File: src/rtl/wptr_ctrl_if.sv
// Write-side pointer controller bus: FIFO write request, read pointer input and status outputs.
// master drives the requests, slave is the controller.
interface wptr_ctrl_if #(
  parameter int ADDR_W = 5
);
  logic              w_en;
  logic [ADDR_W:0]   g_rptr_in;
  logic [ADDR_W:0]   af_thresh;
  logic              ovf_clr;
  logic              wr_accept;
  logic [ADDR_W-1:0] waddr;
  logic [ADDR_W:0]   b_wptr;
  logic [ADDR_W:0]   g_wptr;
  logic              full;
  logic              almost_full;
  logic [ADDR_W:0]   free_cnt;
  logic              overflow;

  modport master (
    output w_en, g_rptr_in, af_thresh, ovf_clr,
    input  wr_accept, waddr, b_wptr, g_wptr, full, almost_full, free_cnt, overflow
  );

  modport slave (
    input  w_en, g_rptr_in, af_thresh, ovf_clr,
    output wr_accept, waddr, b_wptr, g_wptr, full, almost_full, free_cnt, overflow
  );
endinterface

File: src/rtl/wptr_ctrl.sv
// Async FIFO write-pointer controller: binary/Gray pointers, full, free count, almost-full, overflow.
// Define WPTR_SYNC_EN to add a SYNC_STAGES-deep synchroniser on the incoming Gray read pointer.
module wptr_ctrl #(
  parameter int ADDR_W      = 5,
  parameter int SYNC_STAGES = 2
) (
  input logic        wclk,
  input logic        wrst,
  wptr_ctrl_if.slave bus
);
  localparam int PW = ADDR_W + 1;
  localparam logic [PW-1:0] DEPTH = {1'b1, {ADDR_W{1'b0}}};

  logic [PW-1:0] g_rs;
  logic [PW-1:0] b_rs;
  logic          accept;
  logic [PW-1:0] b_wptr_q, b_wptr_d;
  logic [PW-1:0] g_wptr_q, g_wptr_d;
  logic [PW-1:0] free_q, free_d;
  logic [PW-1:0] used_d;
  logic          full_q, full_d;
  logic          af_q, af_d;
  logic          ovf_q, ovf_d;

`ifdef WPTR_SYNC_EN
  logic [PW-1:0] sync_q [SYNC_STAGES];

  always_ff @(posedge wclk or posedge wrst) begin
    if (wrst) begin
      for (int i = 0; i < SYNC_STAGES; i++) sync_q[i] <= '0;
    end else begin
      sync_q[0] <= bus.g_rptr_in;
      for (int i = 1; i < SYNC_STAGES; i++) sync_q[i] <= sync_q[i-1];
    end
  end

  assign g_rs = sync_q[SYNC_STAGES-1];
`else
  assign g_rs = bus.g_rptr_in;
`endif

  always_comb begin
    b_rs         = '0;
    b_rs[ADDR_W] = g_rs[ADDR_W];
    for (int i = ADDR_W - 1; i >= 0; i--) b_rs[i] = b_rs[i+1] ^ g_rs[i];
  end

  assign accept = bus.w_en & ~full_q;

  // Full is judged on the post-write pointer so the filling write raises it on the same edge.
  always_comb begin
    b_wptr_d = b_wptr_q + PW'(accept);
    g_wptr_d = b_wptr_d ^ (b_wptr_d >> 1);
    full_d   = (g_wptr_d == {~g_rs[ADDR_W:ADDR_W-1], g_rs[ADDR_W-2:0]});
    used_d   = b_wptr_d - b_rs;
    free_d   = DEPTH - used_d;
    af_d     = (free_d <= bus.af_thresh);
  end

  always_comb begin
    ovf_d = ovf_q;
    if (bus.w_en & full_q) ovf_d = 1'b1;
    else if (bus.ovf_clr)  ovf_d = 1'b0;
  end

  always_ff @(posedge wclk or posedge wrst) begin
    if (wrst) begin
      b_wptr_q <= '0;
      g_wptr_q <= '0;
      full_q   <= 1'b0;
      free_q   <= DEPTH;
      af_q     <= 1'b0;
      ovf_q    <= 1'b0;
    end else begin
      b_wptr_q <= b_wptr_d;
      g_wptr_q <= g_wptr_d;
      full_q   <= full_d;
      free_q   <= free_d;
      af_q     <= af_d;
      ovf_q    <= ovf_d;
    end
  end

  assign bus.wr_accept   = accept;
  assign bus.waddr       = b_wptr_q[ADDR_W-1:0];
  assign bus.b_wptr      = b_wptr_q;
  assign bus.g_wptr      = g_wptr_q;
  assign bus.full        = full_q;
  assign bus.free_cnt    = free_q;
  assign bus.almost_full = af_q;
  assign bus.overflow    = ovf_q;
endmodule

File: src/flat_wrapper.sv
// flat-port wrapper written by rule: the top's interface ports become plain ports
module wptr_ctrl_flat 
#(
  parameter int ADDR_W      = 5,
  parameter int SYNC_STAGES = 2
)
  (wclk, wrst, bus_w_en, bus_g_rptr_in, bus_af_thresh, bus_ovf_clr, bus_wr_accept, bus_waddr, bus_b_wptr, bus_g_wptr, bus_full, bus_almost_full, bus_free_cnt, bus_overflow);
  wptr_ctrl_if #(.ADDR_W(ADDR_W)) bus_i ();
  input logic wclk;
  input logic wrst;
  input wire logic [$bits(bus_i.w_en)-1:0] bus_w_en;
  input wire logic [$bits(bus_i.g_rptr_in)-1:0] bus_g_rptr_in;
  input wire logic [$bits(bus_i.af_thresh)-1:0] bus_af_thresh;
  input wire logic [$bits(bus_i.ovf_clr)-1:0] bus_ovf_clr;
  output wire logic [$bits(bus_i.wr_accept)-1:0] bus_wr_accept;
  output wire logic [$bits(bus_i.waddr)-1:0] bus_waddr;
  output wire logic [$bits(bus_i.b_wptr)-1:0] bus_b_wptr;
  output wire logic [$bits(bus_i.g_wptr)-1:0] bus_g_wptr;
  output wire logic [$bits(bus_i.full)-1:0] bus_full;
  output wire logic [$bits(bus_i.almost_full)-1:0] bus_almost_full;
  output wire logic [$bits(bus_i.free_cnt)-1:0] bus_free_cnt;
  output wire logic [$bits(bus_i.overflow)-1:0] bus_overflow;
  assign bus_i.w_en = bus_w_en;
  assign bus_i.g_rptr_in = bus_g_rptr_in;
  assign bus_i.af_thresh = bus_af_thresh;
  assign bus_i.ovf_clr = bus_ovf_clr;
  assign bus_wr_accept = bus_i.wr_accept;
  assign bus_waddr = bus_i.waddr;
  assign bus_b_wptr = bus_i.b_wptr;
  assign bus_g_wptr = bus_i.g_wptr;
  assign bus_full = bus_i.full;
  assign bus_almost_full = bus_i.almost_full;
  assign bus_free_cnt = bus_i.free_cnt;
  assign bus_overflow = bus_i.overflow;
  wptr_ctrl #(.ADDR_W(ADDR_W), .SYNC_STAGES(SYNC_STAGES)) u_core (.wclk(wclk), .wrst(wrst), .bus(bus_i));
endmodule
File: config.mk
export PLATFORM = sky130hd
export DESIGN_NAME = wptr_ctrl_flat
export DESIGN_NICKNAME = d
export VERILOG_FILES = /design/src/rtl/wptr_ctrl_if.sv /design/src/rtl/wptr_ctrl.sv /design/src/flat_wrapper.sv
export SDC_FILE = /design/constraint.sdc
export NUM_CORES = 1
export LEC_CHECK = 0
export BUFFER_PORTS_ARGS = -buffer_cell sky130_fd_sc_hd__buf_2
export CAP_MARGIN = 20
export CORE_UTILIZATION = 36
export CTS_CLUSTER_SIZE = 8
export DETAILED_ROUTE_END_ITERATION = 6
export GPL_TIMING_DRIVEN = 0
export PLACE_DENSITY = 0.7
export SYNTH_ARGS = -nofsm -noshare
export SYNTH_HDL_FRONTEND = slang
export SYNTH_SLANG_ARGS = --single-unit
File: constraint.sdc
create_clock -name wclk -period 5.8 [get_ports wclk]
set_input_delay 1.16 -clock wclk [delete_from_list [all_inputs] [get_ports wclk]]
set_output_delay 1.16 -clock wclk [all_outputs]
set_load 0.01 [all_outputs]
**After elaboration in Yosys (flattened, before gate mapping)**

Index checks and enable logic that the tools add are counted.
W data, S select, Z words.

- Eq/ne operators: 1
- Bitwise gates (word level): 10
- $add $sub $neg: 3
- Magnitude comparators: 1
- Reduce and logical (&&, ||, !) cells: 1
- Mux-type cells: 2

Operator list:

| kind | count |
|---|---|
| $add A6 B1 Y6 | 1 |
| $eq A6 B6 Y1 | 1 |
| $le A6 B6 Y1 | 1 |
| $sub A6 B6 Y6 | 1 |
| $sub A6 B6 Y6 const A | 1 |
| $xor A6 B5 Y6 | 1 |
| $xor A1 B1 Y1 | 5 |
| $and A1 B1 Y1 | 2 |
| $mux W1 | 2 |
| $not A2 Y2 | 1 |
| $reduce_bool A2 Y1 | 1 |
| $not A1 Y1 | 1 |

- Flip-flop bits (word level): 21
- Output and inout bits: 27
- Bits of input ports: 16

**Depth between registers and ports, before layout**

Gate-level depths: netlist of run 1.

- Depth in word-level cells: 8
- Mapped depth: 17

**Worst setup path after synthesis of run 1**

OpenSTA, ideal clock, no wires.

- Path kind: input -> register
- Start: input bus_w_en
- End: register u_core.af_q (netlist: u_core.bus.almost_full)
- Path slack: 1.661 ns
- Data required time: 5.682 ns
- Stages on the path: 14
- Library setup time: 0.118 ns
- Arrival: 4.020 ns
- Cells stage by stage: nor2b_1 > ha_1 > ha_1 > xnor2_4 > ha_1 > fa_1 > a21o_1 > a21oi_1 > xnor2_1 > xnor2_1 > ha_1 > nand2_1 > o22ai_1 > a21o_1

- Word-level cells in the longest chain between the ends: 5

Ends and longest elaborated chain:

| item | RTL line | source |
|---|---|---|
| start, declared | flat_wrapper.sv:11 | `input wire logic [$bits(bus_i.w_en)-1:0] bus_w_en;` |
| $and A1 B1 Y1 | wptr_ctrl.sv:48 | `assign accept = bus.w_en & ~full_q;` |
| $add A6 B1 Y6 | wptr_ctrl.sv:52 | `b_wptr_d = b_wptr_q + PW'(accept);` |
| $sub A6 B6 Y6 | wptr_ctrl.sv:55 | `used_d = b_wptr_d - b_rs;` |
| $sub A6 B6 Y6 | wptr_ctrl.sv:56 | `free_d = DEPTH - used_d;` |
| via u_core.free_d[5] | wptr_ctrl.sv:19 | `logic [PW-1:0] free_q, free_d;` |
| $le A6 B6 Y1 | wptr_ctrl.sv:57 | `af_d = (free_d <= bus.af_thresh);` |
| via u_core.af_d | wptr_ctrl.sv:22 | `logic af_q, af_d;` |
| end signal, assigned | wptr_ctrl.sv:72 | `af_q <= 1'b0;` |
| end signal, assigned | wptr_ctrl.sv:79 | `af_q <= af_d;` |
| end, declared | wptr_ctrl.sv:22 |  |

The timed path passes the listed nets, and every way through them passes these cells.
A chain may end at the register's enable or synchronous reset.

**Final worst setup path of run 1**

- Start: input bus_g_rptr_in[4]
- End: register u_core.af_q (netlist: u_core.bus.almost_full)

- Word-level cells in the longest chain between the ends: 8

Ends and longest elaborated chain:

| item | RTL line | source |
|---|---|---|
| start, declared | flat_wrapper.sv:12 | `input wire logic [$bits(bus_i.g_rptr_in)-1:0] bus_g_rptr_in;` |
| $xor A1 B1 Y1 (*) | wptr_ctrl.sv:45 | `for (int i = ADDR_W - 1; i >= 0; i--) b_rs[i] = b_rs[i+1] ^ g_rs[i];` |
| $xor A1 B1 Y1 (4 in series) | wptr_ctrl.sv:45 |  |
| $sub A6 B6 Y6 (*) | wptr_ctrl.sv:55 |  |
| $sub A6 B6 Y6 (*) | wptr_ctrl.sv:56 |  |
| via u_core.free_d[5] | wptr_ctrl.sv:19 |  |
| $le A6 B6 Y1 (*) | wptr_ctrl.sv:57 |  |
| via u_core.af_d | wptr_ctrl.sv:22 |  |

The timed path passes the listed nets; every way through them passes the cells marked *.

==> flow_metrics.tcl, run 1 <==
set metrics [dict create \
    place.port_buffers 42 \
    worst_r2r_path_depth 14 \
    ys_seq_area_share_pct 37.4 \
    timing.critical_path.slowest_stage_cell "fa_1" \
    ys_types 31 \
    syn_nets 152 \
    worst-slew-pin-transition_ns 0.740 \
    post-synth-top-area-fraction_pct 35.5 \
    achievable-frequency_mhz 235 \
    avgRoutedWirePerCell_microns 12.1 \
    post_cts_hold_buffer_count 0 \
    final_hold_viols 0 \
    synth.area.top_cells "dfrtp_1 35%, ha_1 16%, xnor2_1 8.5%" \
    maxSlewHeadroom_pct 50.6 \
    postSynth.asyncResetShare_pct 100 \
    critical-path-max-stage-delay_ns 0.41 \
    synthesis.area_sq_um 1340 \
    global_route_wire_length_before_repair_mm 4.28 \
    grt_antenna_before_repair 0 \
    irDropWorstVdd_uv 184 \
    core_area_sq_um 3440 \
    n_fill_cell 325 \
    grt-ovfl-total 0 \
    number_of_flops_mapped_to_enable_cells_by_yosys 0 \
    synthMostInstantiatedCell "dfrtp_1" \
    synth_common_cells "19 x dfrtp_1, 17 x ha_1, 15 x inv_1, 13 x xnor2_1" \
    holdPathStages 2 \
    maxSlewViolCount 0 \
    cts.root.buffer_cell "clkbuf_8" \
    cts-buffers-inserted 3 \
    setup.worst_path.end_class "flop" \
    timing.critical_path.max_delay_family "XOR/XNOR gates" \
    clock_path_buffers 2 \
    vias_per_cell 4.61 \
    grt_usage_pct 14.1 \
    hold_path.class "flop to flop" \
    worstSetupStartpoint "bus_g_rptr_in[4]" \
    most_area_hungry_cell_type_in_the_yosys_netlist "dfrtp_1" \
    synthesis.yosys.warnings 0 \
    setup_repair_bufs_after_cts 0 \
    die_width_microns 63.0 \
    dp.final_hpwl_mm 2.07 \
    worstPathArrival_ns 4.41 \
    cellPowerDensity_nw_per_um2 741 \
    detail_route.first_pass.iterations 4 \
    first_global_vias 946 \
    detail_route.drc_violations 0 \
    cts.sinks 20 \
    wirelength_mm 2.54 \
    rrSetupSlack_ns 2.20 \
    startpoint_type "input port" \
    total_leakage_power_nw 0.866 \
    final_layout_size_suffix_gt1_share_pct 37.8 \
    period_minus_slack_ns 4.25 \
    path_common_cell "xnor2_1" \
    antenna_violating_nets_post_route 0 \
    vias 968 \
    cp_cell_sequence "buf_2 > xor2_2 > xnor2_1 > xnor2_2 > xor2_2 > xnor2_1 > ha_1 > inv_1 > ha_1 > fa_1 > a21o_1 > a21oi_1 > xnor2_1 > xnor2_1 > ha_1 > nand2_1 > o22ai_1 > a21o_1" \
    worst-path-buf-inv 2 \
    start_util_pct 38.9 \
    detailedPlace.worstSlack_ns 1.25 \
    syn_inst 118 \
    final-setup-viol-count 0 \
    cap_violations 0 \
    n_antenna_cell 0 \
    die_h_microns 63.0 \
    postSynthRegisterBits 20 \
    cts_repair_resize_count 0 \
    synth_ff_type "dfrtp_1" \
    cts_max_level 1 \
    gp_congestion 0.713 \
    fp-row-count 21 \
    timing.hold.worst_endpoint "u_core.bus.overflow$_DFFE_PP0P_" \
    clock_tree_from_tritoncts "done" \
    regToRegEndpoint "u_core.bus.almost_full$_DFF_PP0_" \
    critical_path_required_ns 5.95 \
    clock-skew-final_ns 0.00384 \
    io_pins 43 \
    path_max_fanout 2 \
    layout_worst_path_cycle_share_pct 73.4 \
    final_nets 199 \
    syn_to_final_growth_pct 24.1 \
    cp.depth 18 \
    run_status "finished, final reports clean" \
    detail_route.iter0.violations 29 \
    setup_total_negative_slack_ns 0 \
    timing.final.ws_setup_ns 1.55 \
    hp-start "u_core.bus.full$_DFF_PP0_" \
    worst-setup-path-type "input port to flop" \
    synth.avg_cell_area_sq_um 11.4 \
    critical_path.reg2reg.startpoint "u_core.bus.full$_DFF_PP0_" \
    rsz0062_at_grt "no" \
    utilization_pct 48.3 \
    floorplan.die_area_sq_um 3970 \
    worst_setup_hold_path_clk_slew_ns 0.08 \
    clkLatencyLatePin_ns 0.26 \
    grt_start_max_net_pins 21 \
]
## worst min-delay path: stages, from the launching register on
cell and delay [ns]:
dfrtp_1 0.37, nand2_1 0.05, o21ai_0 0.07
## cells by family after synthesis
group           synth area share [%]
compound gates                  8.31
buf+inv                         8.40
flops                           37.4
simple gates                    7.38
xor+xnor                        21.1
fa+ha+maj                       17.4
## flip-flops by register name, indices dropped and copies added, names as in the netlist
register,count
u_core.bus.almost_full,1
u_core.bus.b_wptr,6
u_core.bus.free_cnt,6
u_core.bus.full,1
u_core.bus.g_wptr,5
u_core.bus.overflow,1
## metrics by stage
step | std cells | hold WS (ns) | instance area (sq um) | total power, W
3_3_place_gp | 206 | 0.486 | 1610 | 0.00108
4_1_cts | 210 | 0.533 | 1660 | 0.00125
5_1_grt | 210 | 0.583 | 1660 | 0.00136
3_5_place_dp | 206 | 0.514 | 1610 | 0.00113
2_1_floorplan | 118 | 0.526 | 1340 | 0.000902
6_report | 210 | 0.531 | 1660 | 0.00123
## layout by cell type, fill, tap and decap left out
| master | Yosys | final |
|---|---|---|
| a21oi_1 | 4 | 4 |
| a21o_1 | 4 | 4 |
| inv_1 | 15 | 15 |
| o21a_1 | 2 | 2 |
| ha_1 | 17 | 17 |
| nor2b_1 | 2 | 2 |
| nand4_1 | 1 | 1 |
| o211a_1 | 1 | 1 |
| or3_4 | 1 | 1 |
| nand2_2 | 1 | 1 |
| xnor2_2 | 1 | 1 |
| dfstp_2 | 1 | 1 |
| nor4b_2 | 1 | 1 |
| fa_1 | 1 | 1 |
| o22ai_1 | 1 | 1 |
| clkbuf_8 | 0 | 4 |
| dfrtp_1 | 19 | 19 |
| xnor2_1 | 13 | 13 |
| nor2_1 | 1 | 1 |
| buf_2 | 0 | 42 |
| xnor2_4 | 1 | 1 |
| nand3_1 | 3 | 3 |
| xor2_1 | 6 | 6 |
| a22oi_1 | 1 | 1 |
| or3_1 | 1 | 1 |
| xor2_2 | 3 | 3 |
| xor3_1 | 1 | 1 |
| buf_4 | 6 | 6 |
| nand3b_1 | 1 | 1 |
| buf_6 | 1 | 1 |
| nand2_1 | 4 | 4 |
| a21boi_0 | 1 | 1 |
| o21ai_0 | 3 | 3 |
## report_power, final
group          switching, W  leakage, nW  total (W)  internal (W)
sequential        0.0000442        0.235   0.000265      0.000221
clock             0.0000466       0.0288   0.000107     0.0000604
combinational      0.000440        0.602   0.000860      0.000420
## worst max-delay path by stage
stage,end
2_1_floorplan,u_core.bus.almost_full$_DFF_PP0_
4_1_cts,u_core.bus.almost_full$_DFF_PP0_
3_5_place_dp,u_core.bus.almost_full$_DFF_PP0_
3_3_place_gp,u_core.bus.almost_full$_DFF_PP0_
5_1_grt,u_core.bus.almost_full$_DFF_PP0_
6_report,u_core.bus.almost_full$_DFF_PP0_
## layer usage
metal	up-vias	track usage [%]	wire length, microns
met5	-	0	0
met4	0	6.98	45
met3	4	1.82	116
met2	32	24.5	1320
met1	461	16.9	1060
li1	471	-	-
## area by class of cell
class                           instances  area, sq um  area share (%)
Inverter                               15         56.3            3.39
Clock buffer                            4         55.1            3.31
Multi-Input combinational cell         76          726            43.6
Buffer                                  7         56.3            3.39
Tap cell                               46         57.6            3.46
Timing Repair Buffer                   42          210            12.6
Sequential cell                        20          502            30.2
Power figures use the tool's default switching activity.
==> run 2: changes to the inputs <==
PLACE_DENSITY = 0.72   (was 0.7)
clock period = 3.43 ns   (was 5.8 ns; I/O delays follow)
==> flow_metrics.tcl, run 2 (synthesized netlist as in run 1, its figures left out) <==
set metrics [dict create \
    run_status "finished, violations left" \
    failed_checks "negative setup slack" \
    switching_power_w 0.000919 \
    gp_congestion 0.713 \
    startpoint_type "input port" \
    gr-usage-met2_pct 23.9 \
    clkPwrFrac_pct 8.0 \
    final_cell_mix "40 x buf_2, 19 x dfrtp_1, 14 x inv_1, 13 x ha_1, 12 x xnor2_1" \
    timing.final.ws_setup_ns -0.0495 \
    layout_worst_path_cycle_share_pct 101 \
    switching_share_pct 41.5 \
    final_hold_viols 0 \
    grt_start_max_net_pins 21 \
    n_antenna_cell 0 \
    crit_end "u_core.bus.almost_full$_DFF_PP0_" \
    critical_path.reg2reg.startpoint "u_core.bus.full$_DFF_PP0_" \
    worstPathArrival_ns 3.63 \
    worst-setup-path-type "input port to flop" \
    maxSlewHeadroom_pct 50.8 \
    die_h_microns 63.0 \
    regToRegEndpoint "u_core.bus.almost_full$_DFF_PP0_" \
    n_fill_cell 304 \
    cts-buffers-inserted 3 \
    wirelength_mm 2.53 \
    grt_antenna_before_repair 0 \
    detail_route.iter0.violations 20 \
    power_frac_comb_pct 71.5 \
    achievable-frequency_mhz 287 \
    place.port_buffers 42 \
    setup_total_negative_slack_ns -0.0495 \
    maxSlewViolCount 0 \
    multiInputGateArea_sq_um 783 \
    worst-path-buf-inv 2 \
    leading_cell_type_in_the_layout_fill_and_taps_excluded "buf_2" \
    cellPowerDensity_nw_per_um2 1250 \
    cts.sinks 20 \
    ff_latch_area_sq_um 502 \
    worstSetupStartpoint "bus_g_rptr_in[5]" \
    power.share.sequential_pct 20.4 \
    gr-usage-met3_pct 2.01 \
    rrSetupSlack_ns 0.19 \
    timing.critical_path.slowest_stage_cell "fa_2" \
    critical_path_required_ns 3.58 \
    detailed_place.area_sq_um 1640 \
    io_pins 43 \
    clkLatencyLatePin_ns 0.26 \
    hold_path.class "input port to async pin" \
    busiest_layer "met2" \
    cap_violations 0 \
    vias_per_cell 4.59 \
    syn_to_final_growth_pct 32.4 \
    vias 987 \
    avgRoutedWirePerCell_microns 11.8 \
    grt-ovfl-total 0 \
    die_width_microns 63.0 \
    path_max_fanout 2 \
    gr-usage-met1_pct 17.2 \
    cts_max_level 1 \
    worst_r2r_path_depth 14 \
    clock_tree_from_tritoncts "done" \
    internal-power_w 0.00129 \
    start_util_pct 38.9 \
    clock_path_buffers 2 \
    final_nets 204 \
    cts.root.buffer_cell "clkbuf_8" \
    final_layout_size_suffix_gt1_share_pct 45.0 \
    core_area_sq_um 3440 \
    fp-row-count 21 \
    dp.final_hpwl_mm 2.04 \
    design_area_sq_um 1770 \
    irDropWorstVdd_uv 459 \
    detail_route.drc_violations 0 \
    rsz0062_at_grt "yes" \
    worst-slew-pin-transition_ns 0.737 \
    cp.depth 18 \
    critical-path-max-stage-delay_ns 0.33 \
    first_global_vias 1025 \
    period_minus_slack_ns 3.48 \
    cp_cell_sequence "buf_8 > xor2_4 > xnor2_2 > xnor2_2 > xor2_2 > xnor2_1 > ha_2 > inv_2 > ha_4 > fa_2 > a21o_1 > a21oi_2 > xnor2_1 > xnor2_1 > ha_1 > nand2_1 > o22ai_1 > a21o_1" \
    worst_setup_hold_path_clk_slew_ns 0.07 \
    clock-skew-final_ns 0.00158 \
    grt_usage_pct 14.4 \
    total_leakage_power_nw 0.901 \
    floorplan.die_area_sq_um 3970 \
    timing.critical_path.max_delay_family "XOR/XNOR gates" \
    path_common_cell "xnor2_1" \
    detail_route.first_pass.iterations 4 \
    global_route_wire_length_before_repair_mm 4.44 \
    antenna_violating_nets_post_route 0 \
    final-setup-viol-count 1 \
    setup.worst_path.end_class "flop" \
]
-- run 2: changes by cell type in the layout (fill, tap and decap cells not counted), sizes merged --
cell / before / now
buf: 49 / 54
-- run 2: area by class of cell --
cell class | count | share of cell area [%]
Tap cell | 46 | 3.24
Clock buffer | 4 | 3.10
Timing Repair Buffer | 47 | 14.9
Buffer | 7 | 3.17
Multi-Input combinational cell | 76 | 44.1
Sequential cell | 20 | 28.3
Inverter | 15 | 3.17
-- run 2: power by group through the flow --
| stage | clock network [W] | logic [W] | registers, W |
|---|---|---|---|
| after floorplan | 0 | 0.00106 | 0.000513 |
| after global placement | 0 | 0.00143 | 0.000451 |
| after detailed placement | 0 | 0.00149 | 0.000457 |
| after CTS | 0.000183 | 0.00160 | 0.000453 |
| after global routing | 0.000190 | 0.00179 | 0.000467 |
| final | 0.000178 | 0.00158 | 0.000452 |
-- run 2: per-stage QoR --
step | power, W | util [%] | setup slack (ns) | instances | hold slack, ns
6_report | 0.00221 | 51.5 | -0.0495 | 215 | 0.544
3_5_place_dp | 0.00194 | 47.7 | -0.450 | 206 | 0.544
5_1_grt | 0.00245 | 51.5 | -0.245 | 215 | 0.612
4_1_cts | 0.00224 | 51.5 | -0.0676 | 215 | 0.561
3_3_place_gp | 0.00188 | 47.7 | -0.380 | 206 | 0.504
2_1_floorplan | 0.00158 | - | -0.0783 | 118 | 0.540
-- run 2: how the worst min path moves through the flow --
stage	start	endpoint	slack (ns)
global placement	u_core.bus.full$_DFF_PP0_	u_core.bus.overflow$_DFFE_PP0P_	0.50
detailed placement	u_core.bus.full$_DFF_PP0_	u_core.bus.overflow$_DFFE_PP0P_	0.54
global route	u_core.bus.overflow$_DFFE_PP0P_	u_core.bus.overflow$_DFFE_PP0P_	0.61
CTS	u_core.bus.full$_DFF_PP0_	u_core.bus.overflow$_DFFE_PP0P_	0.56
floorplan	u_core.bus.full$_DFF_PP0_	u_core.bus.overflow$_DFFE_PP0P_	0.54
finish	wrst	u_core.bus.b_wptr[2]$_DFF_PP0_	0.54
-- run 2: what timing repair did --
action	4_1_cts	5_1_grt
hold buffers	0	0
endpoints found under the setup margin	1	1
pin swaps	14	1
hold endpoints to repair	0	0
setup buffers	5	0
gates resized for setup	9	0
-- run 2: per-layer routing --
| layer | share of wire, % | wire length (microns) |
|---|---|---|
| met3 | 5.1 | 129 |
| met4 | 3.5 | 89 |
| met1 | 42 | 1050 |
| met2 | 50 | 1250 |
| met5 | 0 | 0 |
==> run 3: changes to the inputs <==
SETUP_SLACK_MARGIN = 0.5   (was unset)
==> flow_metrics.tcl, run 3 (synthesized netlist as in run 1, its figures left out) <==
set metrics [dict create \
    run_status "finished, violations left" \
    failed_checks "negative setup slack" \
    critical-path-max-stage-delay_ns 0.33 \
    critical_path.reg2reg.startpoint "u_core.bus.full$_DFF_PP0_" \
    maxSlewHeadroom_pct 50.8 \
    core_area_sq_um 3440 \
    detail_route.first_pass.iterations 4 \
    die_width_microns 63.0 \
    achievable-frequency_mhz 288 \
    detail_route.drc_violations 0 \
    antenna_violating_nets_post_route 0 \
    worst-path-buf-inv 2 \
    worst_r2r_path_depth 14 \
    cap_violations 0 \
    grt_antenna_before_repair 0 \
    layout_worst_path_cycle_share_pct 101 \
    dp.final_hpwl_mm 2.04 \
    critical_path_required_ns 3.58 \
    start_util_pct 38.9 \
    clock_path_buffers 2 \
    wirelength_mm 2.56 \
    setup.worst_path.end_class "flop" \
    cp_cell_sequence "buf_8 > xor2_4 > xnor2_2 > xnor2_2 > xor2_2 > xnor2_1 > ha_2 > inv_2 > ha_4 > fa_2 > a21o_1 > a21oi_2 > xnor2_1 > xnor2_1 > ha_1 > nand2_1 > o22ai_1 > a21o_1" \
    total_leakage_power_nw 0.911 \
    design_area_sq_um 1790 \
    n_fill_cell 303 \
    hold_path.class "input port to async pin" \
    maxSlewViolCount 0 \
    die_h_microns 63.0 \
    n_antenna_cell 0 \
    first_global_vias 1025 \
    final_hold_viols 0 \
    worstPathArrival_ns 3.63 \
    grt-ovfl-total 0 \
    detail_route.iter0.violations 35 \
    clock-skew-final_ns 0.000877 \
    path_common_cell "xnor2_1" \
    fp-row-count 21 \
    cts_max_level 1 \
    final-setup-viol-count 1 \
    timing.critical_path.max_delay_family "XOR/XNOR gates" \
    total_power_w 0.00225 \
    worst-slew-pin-transition_ns 0.737 \
    path_max_fanout 2 \
    startpoint_type "input port" \
    clock_tree_from_tritoncts "done" \
    floorplan.die_area_sq_um 3970 \
    rsz0062_at_grt "yes" \
    timing.final.ws_setup_ns -0.0453 \
    worst_setup_hold_path_clk_slew_ns 0.07 \
    setup_total_negative_slack_ns -0.0453 \
    vias_per_cell 4.59 \
    global_route_wire_length_before_repair_mm 4.44 \
    cts.sinks 20 \
    final_cell_mix "40 x buf_2, 19 x dfrtp_1, 14 x inv_1, 13 x ha_1, 13 x buf_4" \
    worst-setup-path-type "input port to flop" \
    place.port_buffers 42 \
    final_layout_size_suffix_gt1_share_pct 45.6 \
    io_pins 43 \
    cellPowerDensity_nw_per_um2 1260 \
    avgRoutedWirePerCell_microns 11.8 \
    leading_cell_type_in_the_layout_fill_and_taps_excluded "buf_2" \
    cts-buffers-inserted 3 \
    syn_to_final_growth_pct 33.5 \
    detailed_place.area_sq_um 1640 \
    cts.root.buffer_cell "clkbuf_8" \
    timing.critical_path.slowest_stage_cell "fa_2" \
    whs_ns 0.543 \
    grt_usage_pct 14.4 \
    grt_start_max_net_pins 21 \
    gp_congestion 0.713 \
    period_minus_slack_ns 3.48 \
    irDropWorstVdd_uv 459 \
    vias 996 \
    final_nets 206 \
    regToRegEndpoint "u_core.bus.almost_full$_DFF_PP0_" \
    clkLatencyLatePin_ns 0.26 \
    rrSetupSlack_ns 0.19 \
]
[run 3: cell count changes in the layout (fill, tap and decap cells not counted)]
cell and change:
buf_4 +2
[run 3: metal layers]
layer	wire length, microns	share of wire, %	global-route usage (%)	vias up
met4	89	3.5	9.88	0
met3	129	5.0	2.01	9
met2	1270	50	23.9	40
li1	-	-	-	485
met1	1070	42	17.2	462
met5	0	0	0	-
[run 3: how the worst max path moves through the flow]
stage                     start                               end  slack (ns)  cells after the start
2_1_floorplan  bus_g_rptr_in[4]  u_core.bus.almost_full$_DFF_PP0_       -0.08                     17
3_3_place_gp   bus_g_rptr_in[4]  u_core.bus.almost_full$_DFF_PP0_       -0.38                     18
3_5_place_dp   bus_g_rptr_in[4]  u_core.bus.almost_full$_DFF_PP0_       -0.45                     18
4_1_cts        bus_g_rptr_in[5]  u_core.bus.almost_full$_DFF_PP0_       -0.07                     18
5_1_grt        bus_g_rptr_in[5]  u_core.bus.almost_full$_DFF_PP0_       -0.23                     18
6_report       bus_g_rptr_in[5]  u_core.bus.almost_full$_DFF_PP0_       -0.05                     18
[run 3: repair_timing]
action,CTS,global route
setup endpoints to repair,2,2
pin swaps,14,1
gates resized for setup,9,0
hold buffers,0,0
buffers inserted,5,2
[run 3: where the power goes]
group	internal (W)	switching, W
logic	0.000847	0.000775
registers	0.000374	0.0000783
clock network	0.000102	0.0000758
[run 3: area by class of cell]
cell class | instances | area, sq um | share of cell area (%)
sequential | 20 | 502 | 28.0
timing repair buffer | 49 | 279 | 15.6
multi-input combinational | 76 | 783 | 43.8
buffer | 7 | 56.3 | 3.15
clock buffer | 4 | 55.1 | 3.08
inverter | 15 | 56.3 | 3.15
tap | 46 | 57.6 | 3.22
[run 3: worst register-to-register path, cell delays in order, from the launching register on]
cell and delay (ns):
dfrtp_1 0.40, nor2b_2 0.14, ha_2 0.25, ha_4 0.20, nand3_1 0.13, xnor2_1 0.32
ha_1 0.30, ha_1 0.33, a21oi_2 0.15, xnor2_1 0.15, xnor2_1 0.18, ha_1 0.29
nand2_1 0.07, o22ai_1 0.08, a21o_1 0.15
[run 3: metrics by stage]
stage / cells / util, % / setup WS (ns)
final: 217 / 52.0 / -0.0453
after global routing: 217 / 52.0 / -0.230
after CTS: 215 / 51.5 / -0.0676
after detailed placement: 206 / 47.7 / -0.450
after global placement: 206 / 47.7 / -0.380
after floorplan: 118 / - / -0.0783
